<file path="config.mk">
export PLATFORM = sky130hd
export DESIGN_NAME = mem_arbiter
export DESIGN_NICKNAME = d
export VERILOG_FILES = /design/src/rtl/mem_arb_pkg.sv /design/src/rtl/arb_select.sv /design/src/rtl/mem_arbiter.sv
export SDC_FILE = /design/constraint.sdc
export NUM_CORES = 1
export LEC_CHECK = 0
export CORE_ASPECT_RATIO = 0.8
export CORE_MARGIN = 5
export CORE_UTILIZATION = 41
export DETAILED_ROUTE_END_ITERATION = 10
export MAX_ROUTING_LAYER = met4
export PLACE_DENSITY = 0.92
export SYNTH_ARGS = -nofsm -noshare
export SYNTH_HDL_FRONTEND = slang
export SYNTH_SLANG_ARGS = --single-unit
</file>
<file path="constraint.sdc">
create_clock -name clk -period 2.3 [get_ports clk]
set_input_delay 0.23 -clock clk [delete_from_list [all_inputs] [get_ports clk]]
set_output_delay 0.23 -clock clk [all_outputs]
set_load 0.01 [all_outputs]
</file>
<file path="src/rtl/mem_arb_pkg.sv">
// mem_arb_pkg
// Shared types and constants for the unified memory-port arbiter.
//   arb_state_t  : arbiter FSM states
//   TIMEOUT_DATA : read data returned when an access is abandoned on timeout
package mem_arb_pkg;

  typedef enum logic [2:0] {
    IDLE   = 3'd0,
    BUSY_I = 3'd1,
    BUSY_D = 3'd2,
    DONE_I = 3'd3,
    DONE_D = 3'd4
  } arb_state_t;

  localparam logic [31:0] TIMEOUT_DATA = 32'hDEAD_BEEF;

endpackage

</file>
<file path="src/rtl/arb_select.sv">
// arb_select
// Grant decision between fetch and data requesters plus the saturating
// data-streak counter that bounds how long fetch can be starved.
// Ports:
//   clk, reset   : clock, asynchronous active-low reset
//   ireq, dreq   : fetch / data requests
//   grant_en     : arbiter is in IDLE and will act on the grant this cycle
//   grant_d      : data wins arbitration
//   grant_i      : fetch wins arbitration
module arb_select
  import mem_arb_pkg::*;
#(
  parameter int MAX_DATA_STREAK = 4
) (
  input  logic clk,
  input  logic reset,
  input  logic ireq,
  input  logic dreq,
  input  logic grant_en,
  output logic grant_d,
  output logic grant_i
);

  localparam int SW = $clog2(MAX_DATA_STREAK + 1);
  localparam logic [SW-1:0] STREAK_MAX = SW'(MAX_DATA_STREAK);

  logic [SW-1:0] streak_q;
  logic [SW-1:0] streak_d;

  // Data wins unless fetch is waiting and data has already had its streak.
  // The streak only counts data grants that actually delayed a fetch, so a
  // data grant with no fetch pending restarts the count.
  always_comb begin
    grant_d  = dreq & (~ireq | (streak_q < STREAK_MAX));
    grant_i  = ireq & ~grant_d;
    streak_d = streak_q;
    if (grant_en) begin
      if (grant_d) begin
        if (ireq) begin
          if (streak_q != STREAK_MAX) begin
            streak_d = streak_q + 1'b1;
          end
        end else begin
          streak_d = '0;
        end
      end else if (grant_i) begin
        streak_d = '0;
      end
    end
  end

  always_ff @(posedge clk or negedge reset) begin
    if (!reset) begin
      streak_q <= '0;
    end else begin
      streak_q <= streak_d;
    end
  end

endmodule

</file>
<file path="src/rtl/mem_arbiter.sv">
// mem_arbiter
// Shares one variable-latency memory port between the fetch stage and the
// memory stage. Each access runs IDLE -> BUSY_x -> DONE_x; the requester is
// stalled until its one-cycle ready pulse.
// Ports:
//   clk, reset                     : clock, asynchronous active-low reset
//   ireq/iaddr/irdata/iready       : fetch side
//   dreq/dwe/daddr/dwdata/drdata/dready : data side
//   stall                          : combined pipeline stall
//   mreq/mwe/maddr/mwdata          : memory request (held until mack)
//   mrdata/mack                    : memory response
//   bus_err                        : timeout indication, coincident with ready
// Optional feature: define MEM_ARB_TIMEOUT_EN to abandon accesses that see
// no mack within TIMEOUT_CYCLES BUSY cycles. Without it BUSY waits forever
// and bus_err is constant 0.
module mem_arbiter
  import mem_arb_pkg::*;
#(
  parameter int AW              = 32,
  parameter int DW              = 32,
  parameter int MAX_DATA_STREAK = 4,
  parameter int TIMEOUT_CYCLES  = 255
) (
  input  logic          clk,
  input  logic          reset,
  input  logic          ireq,
  input  logic [AW-1:0] iaddr,
  output logic [DW-1:0] irdata,
  output logic          iready,
  input  logic          dreq,
  input  logic          dwe,
  input  logic [AW-1:0] daddr,
  input  logic [DW-1:0] dwdata,
  output logic [DW-1:0] drdata,
  output logic          dready,
  output logic          stall,
  output logic          mreq,
  output logic          mwe,
  output logic [AW-1:0] maddr,
  output logic [DW-1:0] mwdata,
  input  logic [DW-1:0] mrdata,
  input  logic          mack,
  output logic          bus_err
);

  arb_state_t    state_q, state_d;
  logic [AW-1:0] maddr_q, maddr_d;
  logic          mwe_q, mwe_d;
  logic [DW-1:0] mwdata_q, mwdata_d;
  logic [DW-1:0] irdata_q, irdata_d;
  logic [DW-1:0] drdata_q, drdata_d;

  logic grant_en;
  logic grant_d;
  logic grant_i;

`ifdef MEM_ARB_TIMEOUT_EN
  localparam int TW = $clog2(TIMEOUT_CYCLES + 1);
  localparam logic [TW-1:0] TIMEOUT_LAST = TW'(TIMEOUT_CYCLES - 1);
  localparam logic [DW-1:0] TIMEOUT_WORD = DW'(TIMEOUT_DATA);

  logic [TW-1:0] tmo_cnt_q, tmo_cnt_d;
  logic          bus_err_q, bus_err_d;
`endif

  assign grant_en = (state_q == IDLE);

  arb_select #(
    .MAX_DATA_STREAK(MAX_DATA_STREAK)
  ) u_select (
    .clk     (clk),
    .reset   (reset),
    .ireq    (ireq),
    .dreq    (dreq),
    .grant_en(grant_en),
    .grant_d (grant_d),
    .grant_i (grant_i)
  );

  // Next-state and datapath latches. Requests are only looked at in IDLE;
  // during BUSY the latched address/data drive the memory, so requester
  // inputs may change freely. mack is only honoured in BUSY.
  always_comb begin
    state_d  = state_q;
    maddr_d  = maddr_q;
    mwe_d    = mwe_q;
    mwdata_d = mwdata_q;
    irdata_d = irdata_q;
    drdata_d = drdata_q;
`ifdef MEM_ARB_TIMEOUT_EN
    tmo_cnt_d = tmo_cnt_q;
    bus_err_d = 1'b0;
`endif
    case (state_q)
      IDLE: begin
`ifdef MEM_ARB_TIMEOUT_EN
        tmo_cnt_d = '0;
`endif
        if (grant_d) begin
          maddr_d  = daddr;
          mwe_d    = dwe;
          mwdata_d = dwdata;
          state_d  = BUSY_D;
        end else if (grant_i) begin
          maddr_d = iaddr;
          mwe_d   = 1'b0;
          state_d = BUSY_I;
        end
      end
      BUSY_I: begin
        if (mack) begin
          irdata_d = mrdata;
          state_d  = DONE_I;
        end
`ifdef MEM_ARB_TIMEOUT_EN
        else if (tmo_cnt_q == TIMEOUT_LAST) begin
          irdata_d  = TIMEOUT_WORD;
          bus_err_d = 1'b1;
          state_d   = DONE_I;
        end else begin
          tmo_cnt_d = tmo_cnt_q + 1'b1;
        end
`endif
      end
      BUSY_D: begin
        // A write leaves drdata untouched so the last read value survives.
        if (mack) begin
          if (!mwe_q) begin
            drdata_d = mrdata;
          end
          state_d = DONE_D;
        end
`ifdef MEM_ARB_TIMEOUT_EN
        else if (tmo_cnt_q == TIMEOUT_LAST) begin
          if (!mwe_q) begin
            drdata_d = TIMEOUT_WORD;
          end
          bus_err_d = 1'b1;
          state_d   = DONE_D;
        end else begin
          tmo_cnt_d = tmo_cnt_q + 1'b1;
        end
`endif
      end
      DONE_I, DONE_D: begin
        state_d = IDLE;
      end
      default: begin
        state_d = IDLE;
      end
    endcase
  end

  always_ff @(posedge clk or negedge reset) begin
    if (!reset) begin
      state_q  <= IDLE;
      maddr_q  <= '0;
      mwe_q    <= 1'b0;
      mwdata_q <= '0;
      irdata_q <= '0;
      drdata_q <= '0;
    end else begin
      state_q  <= state_d;
      maddr_q  <= maddr_d;
      mwe_q    <= mwe_d;
      mwdata_q <= mwdata_d;
      irdata_q <= irdata_d;
      drdata_q <= drdata_d;
    end
  end

`ifdef MEM_ARB_TIMEOUT_EN
  always_ff @(posedge clk or negedge reset) begin
    if (!reset) begin
      tmo_cnt_q <= '0;
      bus_err_q <= 1'b0;
    end else begin
      tmo_cnt_q <= tmo_cnt_d;
      bus_err_q <= bus_err_d;
    end
  end

  assign bus_err = bus_err_q;
`else
  assign bus_err = 1'b0;
`endif

  // Ready pulses and mreq are decoded from state, so a mid-access reset
  // drops them immediately.
  assign mreq   = (state_q == BUSY_I) || (state_q == BUSY_D);
  assign iready = (state_q == DONE_I);
  assign dready = (state_q == DONE_D);
  assign mwe    = mwe_q;
  assign maddr  = maddr_q;
  assign mwdata = mwdata_q;
  assign irdata = irdata_q;
  assign drdata = drdata_q;
  assign stall  = (ireq & ~iready) | (dreq & ~dready);

endmodule

</file>
# ---- Word level (Yosys, flattened, before mapping)
# Cells that the tools add are included.
dict set report classes {
  addsub 1
  order_cmp 1
  eq_ne 9
  muxes 13
  bitwise_logic 11
  reduce_logical 9
}
# cell n
set ops {}
lappend ops {{two-way mux 32 bit} 2}
lappend ops {{two-way mux 3 bit} 8}
lappend ops {{one-hot mux 3 bit (3 select lines)} 1}
lappend ops {{AND reduction 3 bit} 3}
lappend ops {{equality test 3 x 2 -> 1 bit, second input constant} 2}
lappend ops {{AND reduction 2 bit} 3}
lappend ops {{NOT 1 bit} 5}
lappend ops {{bitwise AND 1 bit} 4}
lappend ops {{!= test 2 bit, second input constant} 2}
lappend ops {{adder 3 x 1 -> 3 bit, second input constant} 1}
lappend ops {{equality test 3 x 1 -> 1 bit, second input constant} 1}
lappend ops {{equality test 3 bit, second input constant} 1}
lappend ops {{zero test 3 bit} 1}
lappend ops {{less-than comparator 3 bit, second input constant} 1}
lappend ops {{!= test 3 x 1 -> 1 bit, second input constant} 1}
lappend ops {{!= test 3 x 2 -> 1 bit, second input constant} 1}
lappend ops {{!= test 3 bit, second input constant} 1}
lappend ops {{two-way mux 1 bit} 2}
lappend ops {{OR 1 bit} 2}
lappend ops {{nonzero test 2 bit} 1}
lappend ops {{logical OR 1 bit} 1}
dict set report word_totals {
  regBits 135
  in_bits 134
  output_inout_bits 134
  wordCells 51
}

# ---- Logic depth before layout (Yosys ltp)
# Gate-level depths: netlist (run 1).
dict set report logic_depth {
  depth_word 8
  mapped_depth 6
  ltp_nobuf 4
}

# ---- Cells and area by module
# Synthesis (run 1) repeated with hierarchy kept, for this count alone.
dict set report hier_totals {
  hier_cells 356
  hier_area_um2 5612.9
}
# mod instances cells_per_inst area_each_um2 seq_area_each_um2
set by_module_without_submodules {}
lappend by_module_without_submodules {mem_arbiter 1 341 5440.2 3303.2}
lappend by_module_without_submodules {arb_select 1 15 172.7 75.1}

# ---- Worst setup path before layout (run 1)
# OpenSTA, ideal clock, no wires.
dict set report synth_path {
  path_kind {register to register}
  from {reg state_q[2]}
  to {reg mwdata_q[10] (netlist: mwdata[10])}
  setup_ns 0.125
  t_arrival_ns 1.584
  required_ns 2.175
  setup_slack_ns 0.591
  stages_incl_launch_ff 7
  period_less_slack_ns 1.709
  path_cell_list {dfrtp_1 buf_2 nor3_4 nor2b_1 buf_4 buf_6 mux2_2}
}
dict set report synth_between {
  elab_chain_len 2
}
# element line_no
set synth_rtl {}
lappend synth_rtl {{from (decl)} mem_arbiter.sv:46} ;# arb_state_t state_q, state_d;
lappend synth_rtl {{from (signal assigned)} mem_arbiter.sv:163} ;# state_q <= state_d;
lappend synth_rtl {{zero test 3 bit} mem_arbiter.sv:94} ;# case (state_q)
lappend synth_rtl {{AND reduction 2 bit (no line)} n/a}
lappend synth_rtl {{to (signal assigned)} mem_arbiter.sv:166} ;# mwdata_q <= mwdata_d;
lappend synth_rtl {{to (decl)} mem_arbiter.sv:49} ;# logic [DW-1:0] mwdata_q, mwdata_d;
# No other way between the ends.
# A chain may end at the register's enable or synchronous reset.

# ---- Worst setup path in the final report (run 1)
dict set report layout_path {
  from {reg state_q[0]}
  to {out stall}
}
dict set report layout_between {
  elab_chain_len 4
}
# element line_no
set layout_rtl {}
lappend layout_rtl {{equality test 3 x 2 -> 1 bit / equality test 3 bit (equally long branches)} {mem_arbiter.sv:191, mem_arbiter.sv:192}}
lappend layout_rtl {{NOT 1 bit} mem_arbiter.sv:198} ;# assign stall = (ireq & ~iready) | (dreq & ~dready);
lappend layout_rtl {{bitwise AND 1 bit} mem_arbiter.sv:198}
lappend layout_rtl {{OR 1 bit *} mem_arbiter.sv:198}
lappend layout_rtl {{to (decl)} mem_arbiter.sv:36} ;# output logic stall,
# Mark *: on every way between the ends. The rest lies on a longest branch, timed or not.

==> impl_metrics.json, run 1 <==
{
  "cts_buffers": 17,
  "rows": 37,
  "grt_pass1_vias": 4784,
  "cp-start-kind": "flop",
  "wl_um": 16200,
  "cp.arrival_ns": 1.93,
  "cts_max_level": 4,
  "die_y_um": 113,
  "crit_type": "flop to output pin",
  "syn_area_um2": 5480,
  "p_per_area_nw_per_um2": 1430,
  "initial_core_util_pct": 42.3,
  "synth_top_area_share_pct": 61.6,
  "grt_max_degree": 52,
  "grt.busiest_layer": "met2",
  "grt_overflow": 0,
  "syn_area_per_cell_um2": 15.1,
  "synthCells": 363,
  "synth_fa_ha_area_share_pct": 0.456,
  "cp.depth": 4,
  "synth_area_leaders": "dfrtp_1 (62%), mux2_2 (18%), a2bb2oi_1 (5.1%), o32ai_1 (5.1%), buf_6 (1.2%)",
  "final_nets": 766,
  "use_met3_pct": 7.67,
  "via_per_inst": 5.16,
  "dr.first_iter.drc_count": 173,
  "drtPass1Iterations": 4,
  "rsz0062_at_grt": "false",
  "root_buffer": "clkbuf_16",
  "max_freq_mhz": 463,
  "die_w_um": 139,
  "worst-path-buf-inv": 2,
  "cts_tree": "done",
  "syn_to_final_growth_pct": 63.4,
  "finalSetupTns_ns": 0,
  "postRouteAntennaNets": 0,
  "remaining_drc_errors": 0,
  "wl_per_cell_um": 19.7,
  "synth_xor_area_share_pct": 0.160,
  "cp_max_fo": 6,
  "crit_required_ns": 2.07,
  "period_minus_slack_ns": 2.16,
  "multi_input_area_um2": 1900,
  "power.internal_mw": 8.89,
  "antenna_found_initial": 1,
  "dieArea_um2": 15800,
  "synth-seq-cells": 135,
  "cts_sinks": 135,
  "cp_top_family": "buffers and inverters",
  "worstSkewPairLatency_ns": 0.41,
  "hp-class": "primary input to async pin",
  "outcome": "completed",
  "grt_util_all_layers_pct": 21.1,
  "use_met1_pct": 22.8,
  "max_stage_delay_ns": 0.50,
  "ys_seq_area_share_pct": 61.6,
  "synth.area.mux_share_pct": 19.7,
  "vias": 4225,
  "ff2ff_path_depth": 5,
  "synth_compound_area_share_pct": 11.7,
  "fin_skew_ns": 0.00861,
  "gp_congestion": 0.863,
  "end_kind": "output pin",
  "async_flop_share_pct": 100,
  "yosysWarningCount": 0,
  "dpl.hpwl_um": 12100,
  "cts_buffer_depth": 2,
  "post-route-period-util_pct": 93.9,
  "maxCapViolCount": 0,
  "synth_edf_count": 0,
  "synth_ff_type": "dfrtp_1",
  "hold_viol_final": 0,
  "n_fill_cell": 900,
  "timing.critical_path.cells": "inv_1 -> nor3b_1 -> o22ai_1 -> clkdlybuf4s50_1",
  "yosysUniqueCellTypes": 32,
  "drv_slew": 0,
  "clkPwrFrac_pct": 21.4,
  "holdWs_ns": 0.264,
  "core-area_um2": 13000,
  "portBuffers": 266,
  "regArea_um2": 3380,
  "clk_pin_slew_worst_paths_ns": 0.06,
  "sw_frac_of_total_pct": 30.8,
  "comb_power_share_pct": 45.2,
  "grtUsageMet2_pct": 35.2,
  "slowest_stage": "clkdlybuf4s50_1",
  "grt_pass1_wl_um": 25500,
  "syn-num-nets": 499,
  "ir_drop_mv": 0.892,
  "synth-simple-area-share_pct": 2.40,
  "pin_count": 268,
  "yosysTopAreaCell": "dfrtp_1",
  "synth_top_family_by_area": "multiplexers",
  "power.switching_mw": 3.96,
  "final_cell_mix": "clkdlybuf4s50_1 (265), dfrtp_1 (134), mux2_2 (90), o32ai_1 (32), a2bb2oi_1 (32)",
  "p_seq_share_pct": 33.4,
  "final_common_cell": "clkdlybuf4s50_1",
  "setup_violations": 0,
  "leakage_nw": 3.61,
  "drive_above_1_share_pct": 22.1
}
-- metal layers --
layer | part of all wire (%) | vias up
li1 | - | 1898
met1 | 38 | 2098
met2 | 51 | 189
met3 | 7.9 | 40
met4 | 3.5 | 0
met5 | 0 | -
-- synth_stat cells, drive strengths merged, types with 2 or more instances --
master	count
nor2	2
o21ai	3
clkbuf	13
ha	2
o32ai	32
dfrtp	135
o22ai	2
mux2	96
a2bb2oi	32
nand2	3
nor2b	2
nor3	2
nor3b	2
buf	18
inv	6
-- per-stage QoR --
step                      std cells  area (µm²)  total power, mW  setup WS, ns  utilization [%]
after global routing            819        8960             13.5      0.000676             69.1
after detailed placement        785        8340             10.2         0.345             64.3
after CTS                       818        8960             13.0       0.00340             69.1
after global placement          785        8340             9.92         0.380             64.3
final                           819        8960             12.9         0.140             69.1
after floorplan                 363        5480             6.89         0.591                -
-- sequential cells by signal, summed over array words and instances, names as in the netlist --
signal / flops
drdata: 32
irdata: 32
maddr: 32
mwdata: 32
state_q: 3
u_select.streak_q: 3
mwe: 1
-- power groups by stage --
stage	Sequential [mW]	Combinational, mW	Clock, mW
2_1_floorplan	4.71	2.18	0
3_5_place_dp	4.31	5.87	0
6_report	4.29	5.81	2.75
5_1_grt	4.44	6.15	2.93
3_3_place_gp	4.22	5.70	0
4_1_cts	4.30	5.89	2.82
-- logic make-up (layout without fill, tap and decap cells) --
| family | Yosys count | in the layout |
|---|---|---|
| flops | 135 | 135 |
| mux | 96 | 96 |
| compound gates | 74 | 74 |
| buf+inv | 38 | 318 |
| simple gates | 16 | 16 |
| fa+ha+maj | 2 | 2 |
| other cells | 1 | 2 |
| xor+xnor | 1 | 1 |
-- repair_timing --
action / in CTS / in global routing
buffers inserted: 0 / 0
endpoints found under the hold margin: 28 / 0
setup endpoints to repair: 0 / 2
hold buffers: 1 / 0
resized for setup: 0 / 1
-- final cells by class --
type | instances | share of cell area [%]
clock inverter | 12 | 1.69
clock buffer | 20 | 5.10
antenna | 1 | 0.0279
tap | 175 | 2.44
sequential | 135 | 37.7
timing repair buffer | 279 | 31.5
inverter | 7 | 0.293
multi-input combinational | 190 | 21.2
-- worst reg2reg max path, stage by stage, from the launching register on --
cell and delay, ns:
dfrtp_2 0.47, nor3_4 0.19, buf_4 0.39, a21boi_4 0.29, buf_12 0.22, a2bb2oi_1 0.21
-- path summary, 6_finish.rpt --
check / start / slack, ns / to
setup / recovery: state_q[0] / 0.14 / stall
hold / removal: reset / 0.26 / mwdata[22]
setup reg to reg: state_q[0] / 0.45 / maddr[30]
hold reg to reg: mwdata[30] / 0.48 / mwdata[30]
max in group asynchronous: reset / 1.37 / irdata[26]
min in group clk: dwe / 0.39 / mwe
No activity file was read; power rests on OpenSTA's default activity.
==> inputs of run 2 (changes only) <==
--- a/config.mk
+++ b/config.mk
@@ -5,9 +5,11 @@
 export SDC_FILE = /design/constraint.sdc
 export NUM_CORES = 1
 export LEC_CHECK = 0
+export ABC_CLOCK_PERIOD_IN_PS = 2300
 export CORE_ASPECT_RATIO = 0.8
 export CORE_MARGIN = 5
 export CORE_UTILIZATION = 41
+export CTS_CLUSTER_SIZE = 40
 export DETAILED_ROUTE_END_ITERATION = 10
 export MAX_ROUTING_LAYER = met4
 export PLACE_DENSITY = 0.92
==> results of run 2 <==
Same layout as run 1: the final DEF is identical, and so are final timing and power.
==> inputs of run 3 (changes only) <==
--- a/config.mk
+++ b/config.mk
@@ -6,6 +6,7 @@
 export NUM_CORES = 1
 export LEC_CHECK = 0
 export ABC_CLOCK_PERIOD_IN_PS = 2300
+export CAP_MARGIN = 20
 export CORE_ASPECT_RATIO = 0.8
 export CORE_MARGIN = 5
 export CORE_UTILIZATION = 41
==> results of run 3 <==
Same layout as run 1: the final DEF is identical, and so are final timing and power.
